### src/rtl/oam_dma_bus_arbiter.sv
// oam_dma_bus_arbiter
// Owns the shared memory bus in front of the BRAM wrappers. CPU accesses pass
// straight through while idle. A CPU write to the DMA source register starts
// a byte-by-byte copy of one source page into OAM. The CPU is locked out of
// the bus for the whole copy.

module oam_dma_bus_arbiter #(
    parameter logic [15:0] P_DMA_REG_ADDR = 16'hFF46,
    parameter logic [15:0] P_DEST_BASE    = 16'hFE00,
    parameter int          P_LENGTH       = 160
) (
    input  logic        I_CLK,
    input  logic        I_RESET,
    input  logic [15:0] I_CPU_ADDR,
    input  logic [7:0]  I_CPU_DIN,
    output logic [7:0]  O_CPU_DOUT,
    input  logic        I_CPU_WE_L,
    input  logic        I_CPU_RE_L,
    output logic [15:0] O_MEM_ADDR,
    output logic [7:0]  O_MEM_WDATA,
    input  logic [7:0]  I_MEM_RDATA,
    output logic        O_MEM_WE_L,
    output logic        O_MEM_RE_L,
    output logic        O_DMA_ACTIVE,
    output logic        O_DMA_DONE
);

    localparam logic [7:0] LAST_INDEX = 8'(P_LENGTH - 1);

    typedef enum logic [1:0] {
        IDLE,
        START,
        READ,
        WRITE
    } state_t;

    state_t      state;
    state_t      state_next;
    logic [7:0]  src_reg;
    logic [7:0]  src_eff;
    logic [7:0]  index;
    logic        we_l_d;
    logic        done_q;
    logic        trigger;
    logic        last_write;

    // Only the falling edge of WE_L on the register address starts a copy,
    // so a strobe held low across several cycles triggers exactly once.
    assign trigger    = ~I_CPU_WE_L & we_l_d & (I_CPU_ADDR == P_DMA_REG_ADDR);

    // Sources in the echo region are folded back onto the work RAM they mirror.
    assign src_eff    = (src_reg > 8'hDF) ? (src_reg - 8'h20) : src_reg;

    assign last_write = (state == WRITE) && (index == LAST_INDEX);

    assign O_DMA_DONE = done_q;

    // State, source register, byte index, strobe history and done pulse.
    always_ff @(posedge I_CLK or posedge I_RESET) begin
        if (I_RESET) begin
            state   <= IDLE;
            src_reg <= 8'h00;
            index   <= 8'h00;
            we_l_d  <= 1'b1;
            done_q  <= 1'b0;
        end else begin
            state   <= state_next;
            we_l_d  <= I_CPU_WE_L;
            done_q  <= last_write & ~trigger;
            if (trigger) begin
                src_reg <= I_CPU_DIN;
                index   <= 8'h00;
            end else if ((state == WRITE) && !last_write) begin
                index   <= index + 8'h01;
            end
        end
    end

    // Next-state sequencing; a new trigger restarts the copy from any state.
    always_comb begin
        state_next = state;
        case (state)
            IDLE:    state_next = IDLE;
            START:   state_next = READ;
            READ:    state_next = WRITE;
            WRITE:   state_next = last_write ? IDLE : READ;
            default: state_next = IDLE;
        endcase
        if (trigger) begin
            state_next = START;
        end
    end

    // Bus ownership: pass-through when idle, engine-driven strobes otherwise.
    always_comb begin
        O_MEM_ADDR   = I_CPU_ADDR;
        O_MEM_WDATA  = I_CPU_DIN;
        O_MEM_WE_L   = I_CPU_WE_L;
        O_MEM_RE_L   = I_CPU_RE_L;
        O_DMA_ACTIVE = 1'b0;
        case (state)
            START: begin
                O_DMA_ACTIVE = 1'b1;
                O_MEM_ADDR   = {src_eff, index};
                O_MEM_WDATA  = 8'h00;
                O_MEM_WE_L   = 1'b1;
                O_MEM_RE_L   = 1'b1;
            end
            READ: begin
                O_DMA_ACTIVE = 1'b1;
                O_MEM_ADDR   = {src_eff, index};
                O_MEM_WDATA  = 8'h00;
                O_MEM_WE_L   = 1'b1;
                O_MEM_RE_L   = 1'b0;
            end
            WRITE: begin
                O_DMA_ACTIVE = 1'b1;
                O_MEM_ADDR   = P_DEST_BASE + {8'h00, index};
                O_MEM_WDATA  = I_MEM_RDATA;
                O_MEM_WE_L   = 1'b0;
                O_MEM_RE_L   = 1'b1;
            end
            default: begin
                O_DMA_ACTIVE = 1'b0;
            end
        endcase
    end

    // CPU read data: the DMA register is always readable, everything else
    // reads as open bus while the engine owns memory.
    always_comb begin
        O_CPU_DOUT = I_MEM_RDATA;
        if (!I_CPU_RE_L && (I_CPU_ADDR == P_DMA_REG_ADDR)) begin
            O_CPU_DOUT = src_reg;
        end else if (O_DMA_ACTIVE) begin
            O_CPU_DOUT = 8'hFF;
        end
    end

endmodule

### config.mk
export PLATFORM = sky130hd
export DESIGN_NAME = oam_dma_bus_arbiter
export DESIGN_NICKNAME = d
export VERILOG_FILES = /design/src/rtl/oam_dma_bus_arbiter.sv
export SDC_FILE = /design/constraint.sdc
export NUM_CORES = 1
export LEC_CHECK = 0
export BUFFER_PORTS_ARGS = -buffer_cell sky130_fd_sc_hd__buf_2
export CORE_MARGIN = 2
export CORE_UTILIZATION = 50
export DETAILED_ROUTE_END_ITERATION = 16
export PLACE_DENSITY = 0.93
export REMOVE_ABC_BUFFERS = 1
export SLEW_MARGIN = 25
export SYNTH_ARGS = -nofsm -noshare
export SYNTH_HDL_FRONTEND = slang
export SYNTH_SLANG_ARGS = --single-unit
### constraint.sdc
create_clock -name I_CLK -period 2.8 [get_ports I_CLK]
set_clock_uncertainty 0.1 [all_clocks]
set_input_delay 0 -clock I_CLK [delete_from_list [all_inputs] [get_ports I_CLK]]
set_output_delay 0 -clock I_CLK [all_outputs]
set_load 0.005 [all_outputs]
# Yosys cells after proc, flatten, opt, wreduce, memory -nomap -nowiden
# Cells that the tools add are included.
[classes] addsub=3 muxes=13 reduce_logical=10 n_eq_ne=5 bitwise=5 magnitude_cmp=1
[op_table] cell="2-to-1 mux 8 bit" count=5
[op_table] cell="case mux 16 bit (2 select lines)" count=1
[op_table] cell="equality test 16 bit (second input constant)" count=1
[op_table] cell="case mux 8 bit (2 select lines)" count=1
[op_table] cell="adder 10 x 9 -> 11 bit (first input constant)" count=1
[op_table] cell="adder 8 x 1 -> 8 bit (second input constant)" count=1
[op_table] cell="equality test 8 bit (second input constant)" count=1
[op_table] cell="greater-than comparator 8 bit (second input constant)" count=1
[op_table] cell="case mux 2 bit (4 select lines)" count=1
[op_table] cell="subtractor 8 x 6 -> 8 bit (second input constant)" count=1
[op_table] cell="equality test 2 bit (second input constant)" count=2
[op_table] cell="2-to-1 mux 2 bit" count=2
[op_table] cell="case mux 1 bit (2 select lines)" count=2
[op_table] cell="OR reduction 2 bit" count=2
[op_table] cell="bitwise AND 1 bit" count=3
[op_table] cell="logical AND 1 bit" count=3
[op_table] cell="OR reduction 3 bit" count=1
[op_table] cell="equality test 2 x 1 -> 1 bit (second input constant)" count=1
[op_table] cell="logical NOT 1 bit" count=2
[op_table] cell="logical NOT 2 bit" count=1
[op_table] cell="NOT 1 bit" count=2
[op_table] cell="nonzero test 2 bit" count=1
[op_table] cell="2-to-1 mux 1 bit" count=1
[word_totals] inputBits=36 out_inout_bits=36 wordCells=42 ff_bits=20

# Depth between registers and ports, before layout
[logic_depth] depth_word=6 depth_mapped=7 ltp_nobuf=5

# Worst setup path before layout
# Ideal clock, no wire load.
[synth_path] kind="flip-flop to output port" from="reg state[1]" to="out O_MEM_ADDR[0]" stages_incl_launch_ff=8 setup_slack_ns=1.221 required_ns=2.700 arrival_ns=1.479 cell_sequence="dfrtp_1 inv_1 ha_1 buf_2 or2_2 clkbuf_1 nand2_1 o21ai_0"
[synth_via] elab_chain_len=3 word_cells_on_any_way=5 cone_classes="eq/ne: 3; mux: 1; reduce/logical: 1"
[synth_lines] item="from (decl)" line_no="37" text="state_t state;"
[synth_lines] item="from (signal assigned)" line_no="67" text="state <= state_next;"
[synth_lines] item="equality test 2 bit or equality test 2 x 1 -> 1 bit (tied branches)" line_no="101" text="case (state)"
[synth_lines] item="OR reduction 2 bit (no source line)"
[synth_lines] item="case mux 16 bit (2 select lines) *" line_no="101"
[synth_lines] item="to (decl)" line_no="19" text="output logic [15:0] O_MEM_ADDR,"
# Every way passes the cells marked *; elsewhere a longest branch is shown, timed or not.

# Final worst setup path
[layout_path] from="reg state[1]" to="out O_CPU_DOUT[2]"
[layout_via] elab_chain_len=5 word_cells_on_any_way=7 cone_classes="eq/ne: 3; mux: 3; reduce/logical: 1"
[layout_lines] item="equality test 2 bit or equality test 2 x 1 -> 1 bit (tied branches)" line_no="101"
[layout_lines] item="OR reduction 3 bit (no source line) *"
[layout_lines] item="2-to-1 mux 1 bit *" line_no="101"
[layout_lines] item="2-to-1 mux 8 bit *" line_no="135" text="end else if (O_DMA_ACTIVE) begin"
[layout_lines] item="2-to-1 mux 8 bit *" line_no="133" text="if (!I_CPU_RE_L && (I_CPU_ADDR == P_DMA_REG_ADDR)) begin"
[layout_lines] item="to (decl)" line_no="16" text="output logic [7:0] O_CPU_DOUT,"
# Marks and branches as above.

==> summary.txt <==
Clock tree
  – Clock insertion delay at the later pin of the skew report: 0.31 ns
  – Number of buffers on the longest clock path: 2
  – Setup bufs post-CTS: 0
  – Resize count post-CTS: 0
  – CTS root buffer: sky130_fd_sc_hd__clkbuf_4
  – Cts hold-fix bufs: 10
  – H-tree lvl count: 1
  – Num Clock Sinks: 20
  – CTS clk-pin slew, worst paths: 0.12 ns
  – Clock tree from TritonCTS: yes
  – TritonCTS Buffers: 3

Critical path
  – R2r setup slk: 0.82 ns
  – Highest net fanout along the worst path: 23
  – Number of cells on the worst reg-to-reg path: 5
  – Endpoint of the worst register-to-register path: index[5]
  – Crit path capture type: output port
  – Worst reg2reg startpoint: state[1]
  – Critical path arrival: 2.15 ns
  – Type of the setup path with the least slack: flop to output port
  – Sort of element at the start of the critical path: flop
  – Required time of the critical path: 2.70 ns
  – Launching instance or port of the critical path: state[1]

Pwr
  – Internal power component: 0.902 mW
  – Sw Share: 46.1%
  – Portion of total power attributed to sequential cells: 25.7%
  – Switching power of the nets: 0.771 mW
  – Clock power frac: 10.5%
  – Gate power share: 63.8%
  – Overall power: 1.67 mW
  – P per Cell Area: 821 mW/mm^2
  – Maximum vdd ir drop: 0.397 mV
  – Static leakage: 1.01 nW

Timing
  – Unrepaired setup endpoints after global routing: false
  – Final clock period utilization by the worst path: 80.3%
  – Transition time at the pin with the least slew margin: 0.829 ns
  – Total negative setup slack: 0 ns
  – Final setup violation count: 0
  – Final Hold Violating Endpoints: 0
  – Final period demand of the worst path: 2.25 ns
  – Number of max-slew violations in the final report: 0
  – Rel. slew slack: 44.5%
  – Max Freq: 445 MHz

Global route
  – Gr usage total: 26.8%
  – Number of antenna violations at the first check in global routing: 0
  – Total global routing overflow: 0
  – Maximum number of pins on one net before global-route repair: 24
  – Vias in the first global route: 1504
  – Global-route wire length before repair: 7070 um

Die
  – Vertical die dimension: 59.4 um
  – Std-Cell Rows: 20
  – Count of pins on the block boundary: 72
  – Horiz. Die Dim: 59.4 um
  – Die outline area: 0.00353 mm^2
  – Placeable Area: 0.00298 mm^2
  – Initial core utilization: 51.6%

Status
  – Outcome: complete, no violations

Drt
  – Drt initial violations: 75
  – Number of search-and-repair iterations in the first detailed-routing pass: 4
  – Routed via count divided by cell count: 5.85
  – Vias: 1673
  – Average detailed-routed wire length per instance: 16.1 um
  – Aggregate routed wire length: 4610 um
  – Drc violations: 0
  – DRT antenna net count: 0

Synth
  – Top cells by instance count after synthesis: sky130_fd_sc_hd__nand2_1 (27), sky130_fd_sc_hd__dfrtp_1 (19), sky130_fd_sc_hd__o21ai_0 (16)
  – Total number of yosys warnings: 0
  – Seq/Total Area, Yosys: 32.7%
  – Most frequently used cell type in the post-synthesis netlist: sky130_fd_sc_hd__nand2_1
  – Count of state elements after synthesis: 20
  – Post-synthesis async set-or-reset flop share: 100%
  – Number of unique standard cell types used by synthesis: 34
  – Synthesized instance count: 176
  – Top area cells in the synthesized netlist: sky130_fd_sc_hd__dfrtp_1 (31%), sky130_fd_sc_hd__mux2_2 (11%), sky130_fd_sc_hd__nand2_1 (6.6%), sky130_fd_sc_hd__ha_1 (5.7%), sky130_fd_sc_hd__o21ai_0 (5.2%)
  – Area of the mapped netlist: 0.00154 mm^2
  – Most used flip-flop cell after synthesis: sky130_fd_sc_hd__dfrtp_1
  – Number of flops mapped to enable cells by yosys: 0
  – Top cell type's share of synthesized area: 30.9%
  – Post-Syn Area per Cell: 8.73 um^2
  – Cell taking the most area after synthesis: sky130_fd_sc_hd__dfrtp_1

Worst hold path
  – Cell count of the worst hold path: 4
  – Hold crit path type: input pin to output port
  – End point of the worst hold path: O_MEM_ADDR[0]
  – HP Start: I_CPU_ADDR[0]

Cells and area
  – Diode count: 0
  – Layout area overhead: 32.6%
  – Fraction of final layout cells with drive strength greater than 1: 40.3%
  – Final nets: 297
  – Final design area excluding fillers: 0.00204 mm^2

Flow run
  – Max Cap Violations: 0

Place
  – Quantity of I/O buffers inserted on ports: 71
  – Cell area reported after detailed placement: 0.00190 mm^2
  – Total half-perimeter wirelength after legalization and detailed placement: 3190 um
  – Placer congestion estimate: 0.885
==> cells by family (layout without fill, tap and decap cells) <==
family	count (synthesis)	after routing	share of synthesized area, %
buffers and inverters	21	98	6.03
adder cells (fa/ha/maj)	7	7	5.70
XOR/XNOR	4	4	2.28
AND/OR/NAND/NOR	66	66	23.9
AO/OA/AOI/OAI	40	40	16.5
multiplexers	18	18	12.9
flip-flops	20	20	32.7
==> worst max-delay path by stage <==
stage | end | slack, ns | depth (start not counted)
finish | O_CPU_DOUT[2] | 0.55 | 6
global route | O_MEM_WDATA[3] | 0.39 | 4
CTS | O_MEM_WDATA[0] | 0.57 | 4
detailed placement | index[5] | 0.89 | 5
global placement | O_CPU_DOUT[0] | 0.99 | 6
floorplan | O_MEM_WDATA[2] | 0.74 | 4
==> worst max-delay path: stages (launching register included) <==
cell,delay [ns]
sky130_fd_sc_hd__dfrtp_1,0.44
sky130_fd_sc_hd__inv_1,0.13
sky130_fd_sc_hd__ha_1,0.44
sky130_fd_sc_hd__buf_4,0.33
sky130_fd_sc_hd__nand2b_1,0.08
sky130_fd_sc_hd__mux2_2,0.27
sky130_fd_sc_hd__buf_2,0.14
==> cell type report <==
type	instances	area (um^2)
multi-input combinational	135	942
fill	216	941
sequential	20	502
timing repair buffer	84	478
tap	33	41.3
inverter	10	37.5
clock buffer	4	36.3
==> routing by layer <==
metal  vias up  track usage [%]  part of all wire (%)  routed length (um)
met3        16             4.80                   7.4                 341
li1        775                -                     -                   -
met4         0             10.1                   3.1                 145
met1       788             31.9                    39                1780
met2        94             47.7                    51                2340
met5         -                0                     0                   0
==> power groups by stage <==
stage               Combinational [mW]  Clock (mW)  Sequential (mW)
floorplan                        0.614           0            0.409
global placement                  1.00           0            0.426
detailed placement                1.03           0            0.432
CTS                               1.05       0.177            0.426
global route                      1.16       0.191            0.436
finish                            1.07       0.176            0.430
==> stage by stage <==
step / worst slack [ns] / cells / util [%] / hold WS, ns
after floorplan: 0.743 / 165 / - / -0.137
after detailed placement: 0.893 / 272 / 63.8 / 0.0383
after global placement: 0.995 / 272 / 63.8 / 0.0326
after global routing: 0.392 / 286 / 68.4 / 0.190
final: 0.552 / 286 / 68.4 / 0.184
after CTS: 0.573 / 286 / 68.4 / 0.182
==> placed cells by master, fill, tap and decap left out, types with 2 or more instances in the layout <==
master	synthesis	routed
sky130_fd_sc_hd__a211oi_1	2	2
sky130_fd_sc_hd__a21oi_1	9	9
sky130_fd_sc_hd__a22o_1	8	8
sky130_fd_sc_hd__a311oi_1	4	4
sky130_fd_sc_hd__and4_1	2	2
sky130_fd_sc_hd__and4bb_2	3	3
sky130_fd_sc_hd__buf_2	2	71
sky130_fd_sc_hd__buf_4	1	3
sky130_fd_sc_hd__clkbuf_4	0	3
sky130_fd_sc_hd__dfrtp_1	19	19
sky130_fd_sc_hd__dlygate4sd3_1	0	10
sky130_fd_sc_hd__ha_1	7	7
sky130_fd_sc_hd__inv_1	10	10
sky130_fd_sc_hd__mux2_2	15	15
sky130_fd_sc_hd__mux2i_1	3	3
sky130_fd_sc_hd__nand2_1	27	27
sky130_fd_sc_hd__nand2b_1	6	6
sky130_fd_sc_hd__nand3_1	6	6
sky130_fd_sc_hd__nor2_1	11	11
sky130_fd_sc_hd__nor3_1	2	2
sky130_fd_sc_hd__o21ai_0	16	16
sky130_fd_sc_hd__or2_2	2	2
sky130_fd_sc_hd__xnor2_1	2	2
sky130_fd_sc_hd__xor2_1	2	2
Note: power is estimated with default switching activity, not from simulation.
